### src/rtl/tdp36k_preload_seq_if.sv
// Command, stream and preload-bus signals of the TDP36K preload sequencer.
// master is the sequencer itself; slave is the loader / RAM side that faces it.
interface tdp36k_preload_seq_if #(
  parameter int RID_W = 20,
  parameter int AW    = 10,
  parameter int DW    = 36
);
  logic             START_i;
  logic             MODE_i;
  logic [RID_W-1:0] RAM_ID_i;
  logic [AW-1:0]    BASE_i;
  logic [AW:0]      LEN_i;
  // S_VALID_i/S_READY_o: a beat moves on a rising edge where both are high; S_VALID_i
  // never waits for S_READY_o, and a beat offered while S_READY_o is low stays pending.
  logic             S_VALID_i;
  logic [DW-1:0]    S_DATA_i;
  logic             S_READY_o;
  logic             BUSY_o;
  logic             DONE_o;
  logic [AW:0]      ERR_CNT_o;
  logic [AW-1:0]    FIRST_ERR_ADDR_o;
  logic             PL_INIT_o;
  logic             PL_ENA_o;
  logic             PL_REN_o;
  logic [1:0]       PL_WEN_o;
  logic [31:0]      PL_ADDR_o;
  logic [DW-1:0]    PL_DATA_o;
  logic [DW-1:0]    PL_DATA_i;
  logic [2:0]       dbg_state;

  modport master (
    input  START_i, MODE_i, RAM_ID_i, BASE_i, LEN_i, S_VALID_i, S_DATA_i, PL_DATA_i,
    output S_READY_o, BUSY_o, DONE_o, ERR_CNT_o, FIRST_ERR_ADDR_o,
    output PL_INIT_o, PL_ENA_o, PL_REN_o, PL_WEN_o, PL_ADDR_o, PL_DATA_o, dbg_state
  );

  modport slave (
    output START_i, MODE_i, RAM_ID_i, BASE_i, LEN_i, S_VALID_i, S_DATA_i, PL_DATA_i,
    input  S_READY_o, BUSY_o, DONE_o, ERR_CNT_o, FIRST_ERR_ADDR_o,
    input  PL_INIT_o, PL_ENA_o, PL_REN_o, PL_WEN_o, PL_ADDR_o, PL_DATA_o, dbg_state
  );
endinterface

### src/rtl/tdp36k_preload_seq.sv
// Fill / verify sequencer for the TDP36K preload bus: one command loads or checks one RAM
// instance word by word from a 36-bit stream, counting mismatches in verify mode.
module tdp36k_preload_seq #(
  parameter int RID_W       = 20,
  parameter int AW          = 10,
  parameter int DW          = 36,
  parameter int INIT_CYCLES = 4,
  parameter int READ_LAT    = 2
) (
  input  logic                  PL_CLK_i,
  input  logic                  RESET_ni,
  tdp36k_preload_seq_if.master  bus
);

  localparam int ICW = $clog2(INIT_CYCLES + 1);
  localparam int RCW = $clog2(READ_LAT + 1);
  localparam logic [ICW-1:0] INIT_LAST = ICW'(INIT_CYCLES - 1);
  localparam logic [RCW-1:0] WAIT_LAST = RCW'(READ_LAT - 1);

  typedef enum logic [2:0] {
    S_IDLE    = 3'd0,
    S_INIT    = 3'd1,
    S_WR      = 3'd2,
    S_RD_REQ  = 3'd3,
    S_RD_WAIT = 3'd4,
    S_CMP     = 3'd5,
    S_FIN     = 3'd6
  } state_t;

  state_t           state;
  logic             mode_q;
  logic [RID_W-1:0] rid_q;
  logic [AW-1:0]    cur;
  logic [AW:0]      remaining;
  logic [ICW-1:0]   init_cnt;
  logic [RCW-1:0]   wait_cnt;
  logic [DW-1:0]    rd_data;

  logic             s_ready;
  logic             busy;
  logic             done;
  logic [AW:0]      err_cnt;
  logic [AW-1:0]    first_err;
  logic             pl_init;
  logic             pl_ena;
  logic             pl_ren;
  logic [1:0]       pl_wen;
  logic [31:0]      pl_addr;
  logic [DW-1:0]    pl_data;

  always_ff @(posedge PL_CLK_i or negedge RESET_ni) begin
    if (!RESET_ni) begin
      state     <= S_IDLE;
      mode_q    <= 1'b0;
      rid_q     <= '0;
      cur       <= '0;
      remaining <= '0;
      init_cnt  <= '0;
      wait_cnt  <= '0;
      rd_data   <= '0;
      s_ready   <= 1'b0;
      busy      <= 1'b0;
      done      <= 1'b0;
      err_cnt   <= '0;
      first_err <= '0;
      pl_init   <= 1'b0;
      pl_ena    <= 1'b0;
      pl_ren    <= 1'b0;
      pl_wen    <= 2'b00;
      pl_addr   <= '0;
      pl_data   <= '0;
    end else begin
      done <= 1'b0;
      case (state)
        S_IDLE: begin
          if (bus.START_i) begin
            mode_q    <= bus.MODE_i;
            rid_q     <= bus.RAM_ID_i;
            cur       <= bus.BASE_i;
            remaining <= bus.LEN_i;
            err_cnt   <= '0;
            first_err <= '0;
            init_cnt  <= '0;
            if (bus.LEN_i == '0) begin
              state <= S_FIN;
              done  <= 1'b1;
              busy  <= 1'b0;
            end else begin
              state   <= S_INIT;
              busy    <= 1'b1;
              pl_init <= 1'b1;
            end
          end
        end

        // Outputs for the first cycle of the next state are set here, on the way out.
        S_INIT: begin
          if (init_cnt == INIT_LAST) begin
            pl_init <= 1'b0;
            if (mode_q) begin
              state   <= S_RD_REQ;
              pl_ena  <= 1'b1;
              pl_ren  <= 1'b1;
              pl_addr <= {rid_q, 2'b00, cur};
            end else begin
              state   <= S_WR;
              s_ready <= 1'b1;
            end
          end else begin
            init_cnt <= init_cnt + ICW'(1);
          end
        end

        // s_ready is high exactly while words remain, so a valid beat is an accepted beat.
        S_WR: begin
          if (remaining == '0) begin
            pl_ena <= 1'b0;
            pl_wen <= 2'b00;
            state  <= S_FIN;
            done   <= 1'b1;
            busy   <= 1'b0;
          end else if (bus.S_VALID_i && s_ready) begin
            pl_ena    <= 1'b1;
            pl_wen    <= 2'b11;
            pl_addr   <= {rid_q, 2'b00, cur};
            pl_data   <= bus.S_DATA_i;
            cur       <= cur + AW'(1);
            remaining <= remaining - (AW+1)'(1);
            if (remaining == (AW+1)'(1)) begin
              s_ready <= 1'b0;
            end
          end else begin
            pl_ena <= 1'b0;
            pl_wen <= 2'b00;
          end
        end

        S_RD_REQ: begin
          pl_ena   <= 1'b0;
          pl_ren   <= 1'b0;
          wait_cnt <= '0;
          state    <= S_RD_WAIT;
        end

        S_RD_WAIT: begin
          if (wait_cnt == WAIT_LAST) begin
            rd_data <= bus.PL_DATA_i;
            s_ready <= 1'b1;
            state   <= S_CMP;
          end else begin
            wait_cnt <= wait_cnt + RCW'(1);
          end
        end

        S_CMP: begin
          if (bus.S_VALID_i && s_ready) begin
            s_ready <= 1'b0;
            if (rd_data != bus.S_DATA_i) begin
              err_cnt <= err_cnt + (AW+1)'(1);
              if (err_cnt == '0) begin
                first_err <= cur;
              end
            end
            cur       <= cur + AW'(1);
            remaining <= remaining - (AW+1)'(1);
            if (remaining == (AW+1)'(1)) begin
              state <= S_FIN;
              done  <= 1'b1;
              busy  <= 1'b0;
            end else begin
              state   <= S_RD_REQ;
              pl_ena  <= 1'b1;
              pl_ren  <= 1'b1;
              pl_addr <= {rid_q, 2'b00, cur + AW'(1)};
            end
          end
        end

        S_FIN: begin
          state <= S_IDLE;
        end

        default: begin
          state <= S_IDLE;
        end
      endcase
    end
  end

  assign bus.S_READY_o        = s_ready;
  assign bus.BUSY_o           = busy;
  assign bus.DONE_o           = done;
  assign bus.ERR_CNT_o        = err_cnt;
  assign bus.FIRST_ERR_ADDR_o = first_err;
  assign bus.PL_INIT_o        = pl_init;
  assign bus.PL_ENA_o         = pl_ena;
  assign bus.PL_REN_o         = pl_ren;
  assign bus.PL_WEN_o         = pl_wen;
  assign bus.PL_ADDR_o        = pl_addr;
  assign bus.PL_DATA_o        = pl_data;
  assign bus.dbg_state        = state;

endmodule

### src/flat_wrapper.sv
// flat-port wrapper written by rule: the top's interface ports become plain ports
module tdp36k_preload_seq_flat 
#(
  parameter int RID_W       = 20,
  parameter int AW          = 10,
  parameter int DW          = 36,
  parameter int INIT_CYCLES = 4,
  parameter int READ_LAT    = 2
)
  (PL_CLK_i, RESET_ni, bus_START_i, bus_MODE_i, bus_RAM_ID_i, bus_BASE_i, bus_LEN_i, bus_S_VALID_i, bus_S_DATA_i, bus_PL_DATA_i, bus_S_READY_o, bus_BUSY_o, bus_DONE_o, bus_ERR_CNT_o, bus_FIRST_ERR_ADDR_o, bus_PL_INIT_o, bus_PL_ENA_o, bus_PL_REN_o, bus_PL_WEN_o, bus_PL_ADDR_o, bus_PL_DATA_o, bus_dbg_state);
  tdp36k_preload_seq_if #(.RID_W(RID_W), .AW(AW), .DW(DW)) bus_i ();
  input  logic PL_CLK_i;
  input  logic RESET_ni;
  input wire logic [$bits(bus_i.START_i)-1:0] bus_START_i;
  input wire logic [$bits(bus_i.MODE_i)-1:0] bus_MODE_i;
  input wire logic [$bits(bus_i.RAM_ID_i)-1:0] bus_RAM_ID_i;
  input wire logic [$bits(bus_i.BASE_i)-1:0] bus_BASE_i;
  input wire logic [$bits(bus_i.LEN_i)-1:0] bus_LEN_i;
  input wire logic [$bits(bus_i.S_VALID_i)-1:0] bus_S_VALID_i;
  input wire logic [$bits(bus_i.S_DATA_i)-1:0] bus_S_DATA_i;
  input wire logic [$bits(bus_i.PL_DATA_i)-1:0] bus_PL_DATA_i;
  output wire logic [$bits(bus_i.S_READY_o)-1:0] bus_S_READY_o;
  output wire logic [$bits(bus_i.BUSY_o)-1:0] bus_BUSY_o;
  output wire logic [$bits(bus_i.DONE_o)-1:0] bus_DONE_o;
  output wire logic [$bits(bus_i.ERR_CNT_o)-1:0] bus_ERR_CNT_o;
  output wire logic [$bits(bus_i.FIRST_ERR_ADDR_o)-1:0] bus_FIRST_ERR_ADDR_o;
  output wire logic [$bits(bus_i.PL_INIT_o)-1:0] bus_PL_INIT_o;
  output wire logic [$bits(bus_i.PL_ENA_o)-1:0] bus_PL_ENA_o;
  output wire logic [$bits(bus_i.PL_REN_o)-1:0] bus_PL_REN_o;
  output wire logic [$bits(bus_i.PL_WEN_o)-1:0] bus_PL_WEN_o;
  output wire logic [$bits(bus_i.PL_ADDR_o)-1:0] bus_PL_ADDR_o;
  output wire logic [$bits(bus_i.PL_DATA_o)-1:0] bus_PL_DATA_o;
  output wire logic [$bits(bus_i.dbg_state)-1:0] bus_dbg_state;
  assign bus_i.START_i = bus_START_i;
  assign bus_i.MODE_i = bus_MODE_i;
  assign bus_i.RAM_ID_i = bus_RAM_ID_i;
  assign bus_i.BASE_i = bus_BASE_i;
  assign bus_i.LEN_i = bus_LEN_i;
  assign bus_i.S_VALID_i = bus_S_VALID_i;
  assign bus_i.S_DATA_i = bus_S_DATA_i;
  assign bus_i.PL_DATA_i = bus_PL_DATA_i;
  assign bus_S_READY_o = bus_i.S_READY_o;
  assign bus_BUSY_o = bus_i.BUSY_o;
  assign bus_DONE_o = bus_i.DONE_o;
  assign bus_ERR_CNT_o = bus_i.ERR_CNT_o;
  assign bus_FIRST_ERR_ADDR_o = bus_i.FIRST_ERR_ADDR_o;
  assign bus_PL_INIT_o = bus_i.PL_INIT_o;
  assign bus_PL_ENA_o = bus_i.PL_ENA_o;
  assign bus_PL_REN_o = bus_i.PL_REN_o;
  assign bus_PL_WEN_o = bus_i.PL_WEN_o;
  assign bus_PL_ADDR_o = bus_i.PL_ADDR_o;
  assign bus_PL_DATA_o = bus_i.PL_DATA_o;
  assign bus_dbg_state = bus_i.dbg_state;
  tdp36k_preload_seq #(.RID_W(RID_W), .AW(AW), .DW(DW), .INIT_CYCLES(INIT_CYCLES), .READ_LAT(READ_LAT)) u_core (.PL_CLK_i(PL_CLK_i), .RESET_ni(RESET_ni), .bus(bus_i));
endmodule
### config.mk
export PLATFORM = sky130hd
export DESIGN_NAME = tdp36k_preload_seq_flat
export DESIGN_NICKNAME = d
export VERILOG_FILES = /design/src/rtl/tdp36k_preload_seq_if.sv /design/src/rtl/tdp36k_preload_seq.sv /design/src/flat_wrapper.sv
export SDC_FILE = /design/constraint.sdc
export NUM_CORES = 1
export LEC_CHECK = 0
export ABC_AREA = 1
export BUFFER_PORTS_ARGS = -buffer_cell sky130_fd_sc_hd__buf_2
export CORE_MARGIN = 1
export CORE_UTILIZATION = 54
export CTS_CLUSTER_SIZE = 40
export DETAILED_ROUTE_END_ITERATION = 12
export GPL_ROUTABILITY_DRIVEN = 0
export PLACE_DENSITY = 0.81
export SLEW_MARGIN = 10
export SYNTH_ARGS = -nofsm -noshare
export SYNTH_HDL_FRONTEND = slang
export SYNTH_SLANG_ARGS = --single-unit
### constraint.sdc
create_clock -name PL_CLK_i -period 2.3 [get_ports PL_CLK_i]
set_input_delay 0.115 -clock PL_CLK_i [delete_from_list [all_inputs] [get_ports PL_CLK_i]]
set_output_delay 0.115 -clock PL_CLK_i [all_outputs]
set_load 0.01 [all_outputs]
# Yosys cells after proc, flatten, opt, wreduce, memory -nomap -nowiden
# Index checks and enable logic that the tools add are counted.
# totals
regBits,183
out_inout_bits,100
elab_cells,149
# op_classes
addsub,5
n_eq_ne,26
mux,70
bitwise_logic,1
n_reduce_logical,28
# op_table
op,count
$mux 32,6
$pmux 32 s3,1
$mux 10,7
$mux 11,6
$ne 36x36->1,1
$logic_not 11->1,3
$pmux 11 s3,1
$pmux 10 s3,1
$mux 3,9
$mux 1,25
$reduce_and 5->1,5
$pmux 11 s2,1
$ne 2x1->1 const B,10
$pmux 10 s2,1
$pmux 3 s6,1
$ne 2x2->1 const B,7
$add 11x1->11 const B,1
$eq 11x1->1 const B,1
$sub 11x1->11 const B,1
$add 10x1->10 const B,1
$eq 3x2->1 const B,3
$pmux 1 s3,3
$reduce_and 3->1,3
$reduce_bool 3->1,3
19 further kinds,29

# Depth between registers and ports, before layout
# logic_depth
ltp_word,5
depth_mapped,14
depth_no_buf,13

# Worst setup path after synthesis
# OpenSTA, ideal clock, no wires.
# synth_timing
path_type,flip-flop to flip-flop
startpoint,"register u_core.state[2], in the netlist u_core.bus.dbg_state[2]"
endpoint,"register u_core.pl_data[12], in the netlist u_core.bus.PL_DATA_o[12]"
setup_ns,0.125
arrival_time_ns,1.619
required_time_ns,2.175
path_slack_ns,0.556
stages_incl_launch_ff,8
path_buffers,1
period_less_slack_ns,1.744
cell_sequence,dfrtp_1 inv_2 nand2_1 nor2_2 nand2_1 nor2_1 buf_2 mux2_2
# synth_via
elab_chain_cells,2
# synth_rtl
item,line_no,rtl
start: declaration,tdp36k_preload_seq.sv:30,state_t state;
start signal: assignment,tdp36k_preload_seq.sv:53,state <= S_IDLE;
start signal: assignment,tdp36k_preload_seq.sv:85,state <= S_FIN;
start signal: assignment,tdp36k_preload_seq.sv:89,state <= S_INIT;
$eq 3x2->1,tdp36k_preload_seq.sv:74,case (state)
$reduce_and 3->1 (no source line),n/a,
end signal: assignment,tdp36k_preload_seq.sv:126,pl_data <= bus.S_DATA_i;
end: declaration,tdp36k_preload_seq.sv:49,logic [DW-1:0] pl_data;
# Every way passes these cells.
# A chain may end at the register's enable or synchronous reset.

# Worst setup path in the final report
# layout_timing
startpoint,"register u_core.state[1], in the netlist u_core.bus.dbg_state[1]"
endpoint,"register u_core.first_err[6], in the netlist u_core.bus.FIRST_ERR_ADDR_o[6]"
# layout_via
elab_chain_cells,3
# layout_rtl
item,line_no,rtl
$eq 3x3->1 or $logic_not 3->1 (tied branches),tdp36k_preload_seq.sv:74,
$ne 2x1->1 (no source line) (tied with other cells),n/a,
$reduce_and 5->1 (no source line),n/a,
end signal: assignment,tdp36k_preload_seq.sv:161,first_err <= cur;
end: declaration,tdp36k_preload_seq.sv:43,logic [AW-1:0] first_err;
# Several ways; a longest one is shown, not always the timed one.

==> results_dict.tcl <==
set metrics [dict create \
    worst_hold_slack_ns 0.00784 \
    antenna_found_initial 2 \
    start_util_pct 55.8 \
    grt_use_met3_pct 5.05 \
    fin_crit_ns 2.06 \
    clockBufferDepth 2 \
    yosysTopAreaCellShare_pct 52.5 \
    drive_gt1_share_pct 25.3 \
    synth_top_family_by_area "simple AND/OR/NAND/NOR gates" \
    finClkSkew_ns 0.00985 \
    rrSetupSlack_ns 0.24 \
    ys_types 35 \
    fin_setup_tns_ns 0 \
    wirelength_mm 23.0 \
    clock.fmax_ghz 0.485 \
    final_nets 1424 \
    fin_util_pct 74.6 \
    post-route-period-util_pct 89.6 \
    busiest_layer "met2" \
    synth_largest_area_cell "dfrtp_1" \
    clk_pin_slew_ns 0.07 \
    use_met2_pct 49.2 \
    reg2reg_from "u_core.bus.dbg_state[1]" \
    hold_depth 4 \
    drv_slew 0 \
    final_common_cell "nand2_1" \
    hpwlAfterDp_mm 15.0 \
    via_per_inst 5.17 \
    cts_tree "done" \
    numClockSinks 180 \
    final_cell_mix "nand2_1 (320), buf_2 (214), dfrtp_1 (180)" \
    drtIter0Drc 680 \
    die_w_um 128 \
    grtUsageTotal_pct 29.6 \
    syn_avg_cell_area_um2 8.70 \
    grtUsageMet1_pct 37.1 \
    grt_pass1_wl_mm 37.7 \
    cts_made_buffers 17 \
    yosysSeqAreaShare_pct 52.5 \
    max-vdd-ir-drop_mv 0.644 \
    grt_max_degree 57 \
    critPathLaunchType "flop" \
    power_density_mw_per_mm2 1270 \
    synth-simple-area-share_pct 22.4 \
    area_growth_pct 33.6 \
    rsz0062_at_grt "false" \
    wl_per_cell_um 15.1 \
    synthAdderAreaFrac_pct 1.46 \
    ant_nets 0 \
    die_h_um 128 \
    pin_count 218 \
    ys_ff_latch 180 \
    holdPathEnd "u_core.bus.PL_DATA_o[28]" \
    port_buffers 215 \
    pre_cts_slack_ns 0.305 \
    setup_ws_ns 0.239 \
    yosys-top-cells-area "dfrtp_1 (52%), nand2_1 (14%), mux2_2 (6.0%), nor2_1 (3.8%), inv_1 (3.4%)" \
    cts_max_level 4 \
    vias 7870 \
    ys.warnings.count 0 \
    dieArea_mm2 0.0164 \
    synthFlopType "dfrtp_1" \
    core_area_mm2 0.0154 \
    syn_inst 986 \
    worstHoldStart "bus_S_DATA_i[28]" \
    hold_viol 0 \
    synth-compound-area-share_pct 7.44 \
    postCtsSetupBuffers 0 \
    crit_fanout 11 \
    finalInstanceArea_mm2 0.0115 \
    cts-root-buf "clkbuf_16" \
    drt_pass1_iterations 5 \
    cap_violations 0 \
    async_reset_ff_share_pct 100 \
    grt_pass1_vias 7830 \
    drc 0 \
    leakage_uw 0.00588 \
    critPathKind "flop to flop" \
    post_synth_xor_area_fraction_pct 3.98 \
    hp-class "primary input to flop" \
    synth_edf_count 0 \
    setup_viol 0 \
    reg2reg_depth 8 \
    r2r-end "u_core.bus.FIRST_ERR_ADDR_o[6]" \
    required_ns 2.61 \
    cp.arrival_ns 2.38 \
    netlist_area_mm2 0.00858 \
    grt_overflow 0 \
    synthMuxAreaShare_pct 6.04 \
    place_area_mm2 0.00994 \
    clk-insertion-delay-late_ns 0.43 \
    end_kind "flop" \
    rows 45 \
    status "finished clean" \
    cts-resized-gates 0 \
]
==> routing by layer <==
metal / wire length, µm / share of wire [%]
met5: 0 / 0
met4: 1090 / 4.7
met3: 1190 / 5.2
met2: 11300 / 49
met1: 9420 / 41
==> logic make-up after synthesis <==
family	count (synthesis)
AOI/OAI and AO/OA	108
xor gates and xnor gates	39
buffers and inverters	124
muxes	46
DFF	180
adders and majority gates	10
and+or+nand+nor	478
other	1
==> synth_stat cells (2+ instances only) <==
cell,count
a21oi_1,27
a22oi_1,2
a31oi_1,13
buf_2,18
buf_4,6
buf_6,2
clkbuf_1,14
dfrtp_1,180
ha_1,10
inv_1,77
inv_2,5
mux2_2,46
nand2_1,321
nand2_2,2
nand3_1,29
nand4_1,21
nor2_1,88
nor2_2,5
nor3_1,8
nor4_1,3
o211ai_1,2
o21a_1,13
o21ai_0,36
o21ai_1,2
o221ai_1,3
o22ai_1,7
xnor2_1,25
xor2_1,14
==> sequential cells by signal, indices dropped and copies added (netlist names) <==
signal,cells
u_core.bus.PL_DATA_o,36
u_core.bus.BUSY_o,1
u_core.rd_data,36
u_core.bus.ERR_CNT_o,11
u_core.rid_q,20
u_core.wait_cnt,2
u_core.bus.FIRST_ERR_ADDR_o,10
u_core.bus.S_READY_o,1
u_core.bus.PL_ENA_o,1
u_core.bus.dbg_state,3
u_core.mode_q,1
u_core.remaining,11
u_core.bus.PL_ADDR_o,30
u_core.cur,10
u_core.bus.DONE_o,1
u_core.bus.PL_WEN_o,1
u_core.bus.PL_INIT_o,1
u_core.init_cnt,3
u_core.bus.PL_REN_o,1
==> timing repair <==
| item | 4_1_cts | 5_1_grt |
|---|---|---|
| endpoints found under the hold margin | 135 | 0 |
| hold buffers | 94 | 0 |
| endpoints found under the setup margin | 0 | 0 |
==> through the flow <==
step	instances	power, µW
6_report	1523	14600
3_3_place_gp	1394	11300
4_1_cts	1520	14500
5_1_grt	1522	15700
2_1_floorplan	987	9590
3_5_place_dp	1394	11500
==> power by group <==
group | internal, µW | switching, µW | total, µW
registers | 4610 | 911 | 5520
clock network | 1530 | 1260 | 2790
logic | 2540 | 3710 | 6260
total | 8690 | 5890 | 14600
==> area by class of cell <==
| class | count | area (µm²) |
|---|---|---|
| Antenna cell | 3 | 7.51 |
| Clock buffer | 19 | 443 |
| Inverter | 83 | 312 |
| Fill cell | 1111 | 3910 |
| Clock inverter | 13 | 126 |
| Sequential cell | 180 | 4500 |
| Timing Repair Buffer | 331 | 2240 |
| Multi-Input combinational cell | 683 | 3560 |
| Tap cell | 211 | 264 |
==> worst max path at each step <==
stage / startpoint / end / slack, ns / depth (start not counted)
after detailed placement: u_core.bus.dbg_state[1] / u_core.bus.FIRST_ERR_ADDR_o[8] / 0.30 / 8
final: u_core.bus.dbg_state[1] / u_core.bus.FIRST_ERR_ADDR_o[6] / 0.24 / 8
after global placement: u_core.bus.dbg_state[1] / u_core.bus.PL_ENA_o / 0.40 / 10
after CTS: u_core.bus.dbg_state[1] / u_core.bus.FIRST_ERR_ADDR_o[5] / 0.26 / 8
after global routing: u_core.bus.dbg_state[1] / u_core.bus.FIRST_ERR_ADDR_o[6] / 0.02 / 8
after floorplan: u_core.bus.dbg_state[2] / u_core.bus.PL_DATA_o[12] / 0.56 / 7
==> worst max-delay path: stages (launching register included) <==
cell and delay, ns:
dfrtp_1 0.40, inv_1 0.09, nand3_1 0.23, inv_1 0.29
nand2_1 0.13, nand2_1 0.28, nand3_1 0.33, nand2_1 0.15
nand2_1 0.05
(Power assumes the default switching activity.)
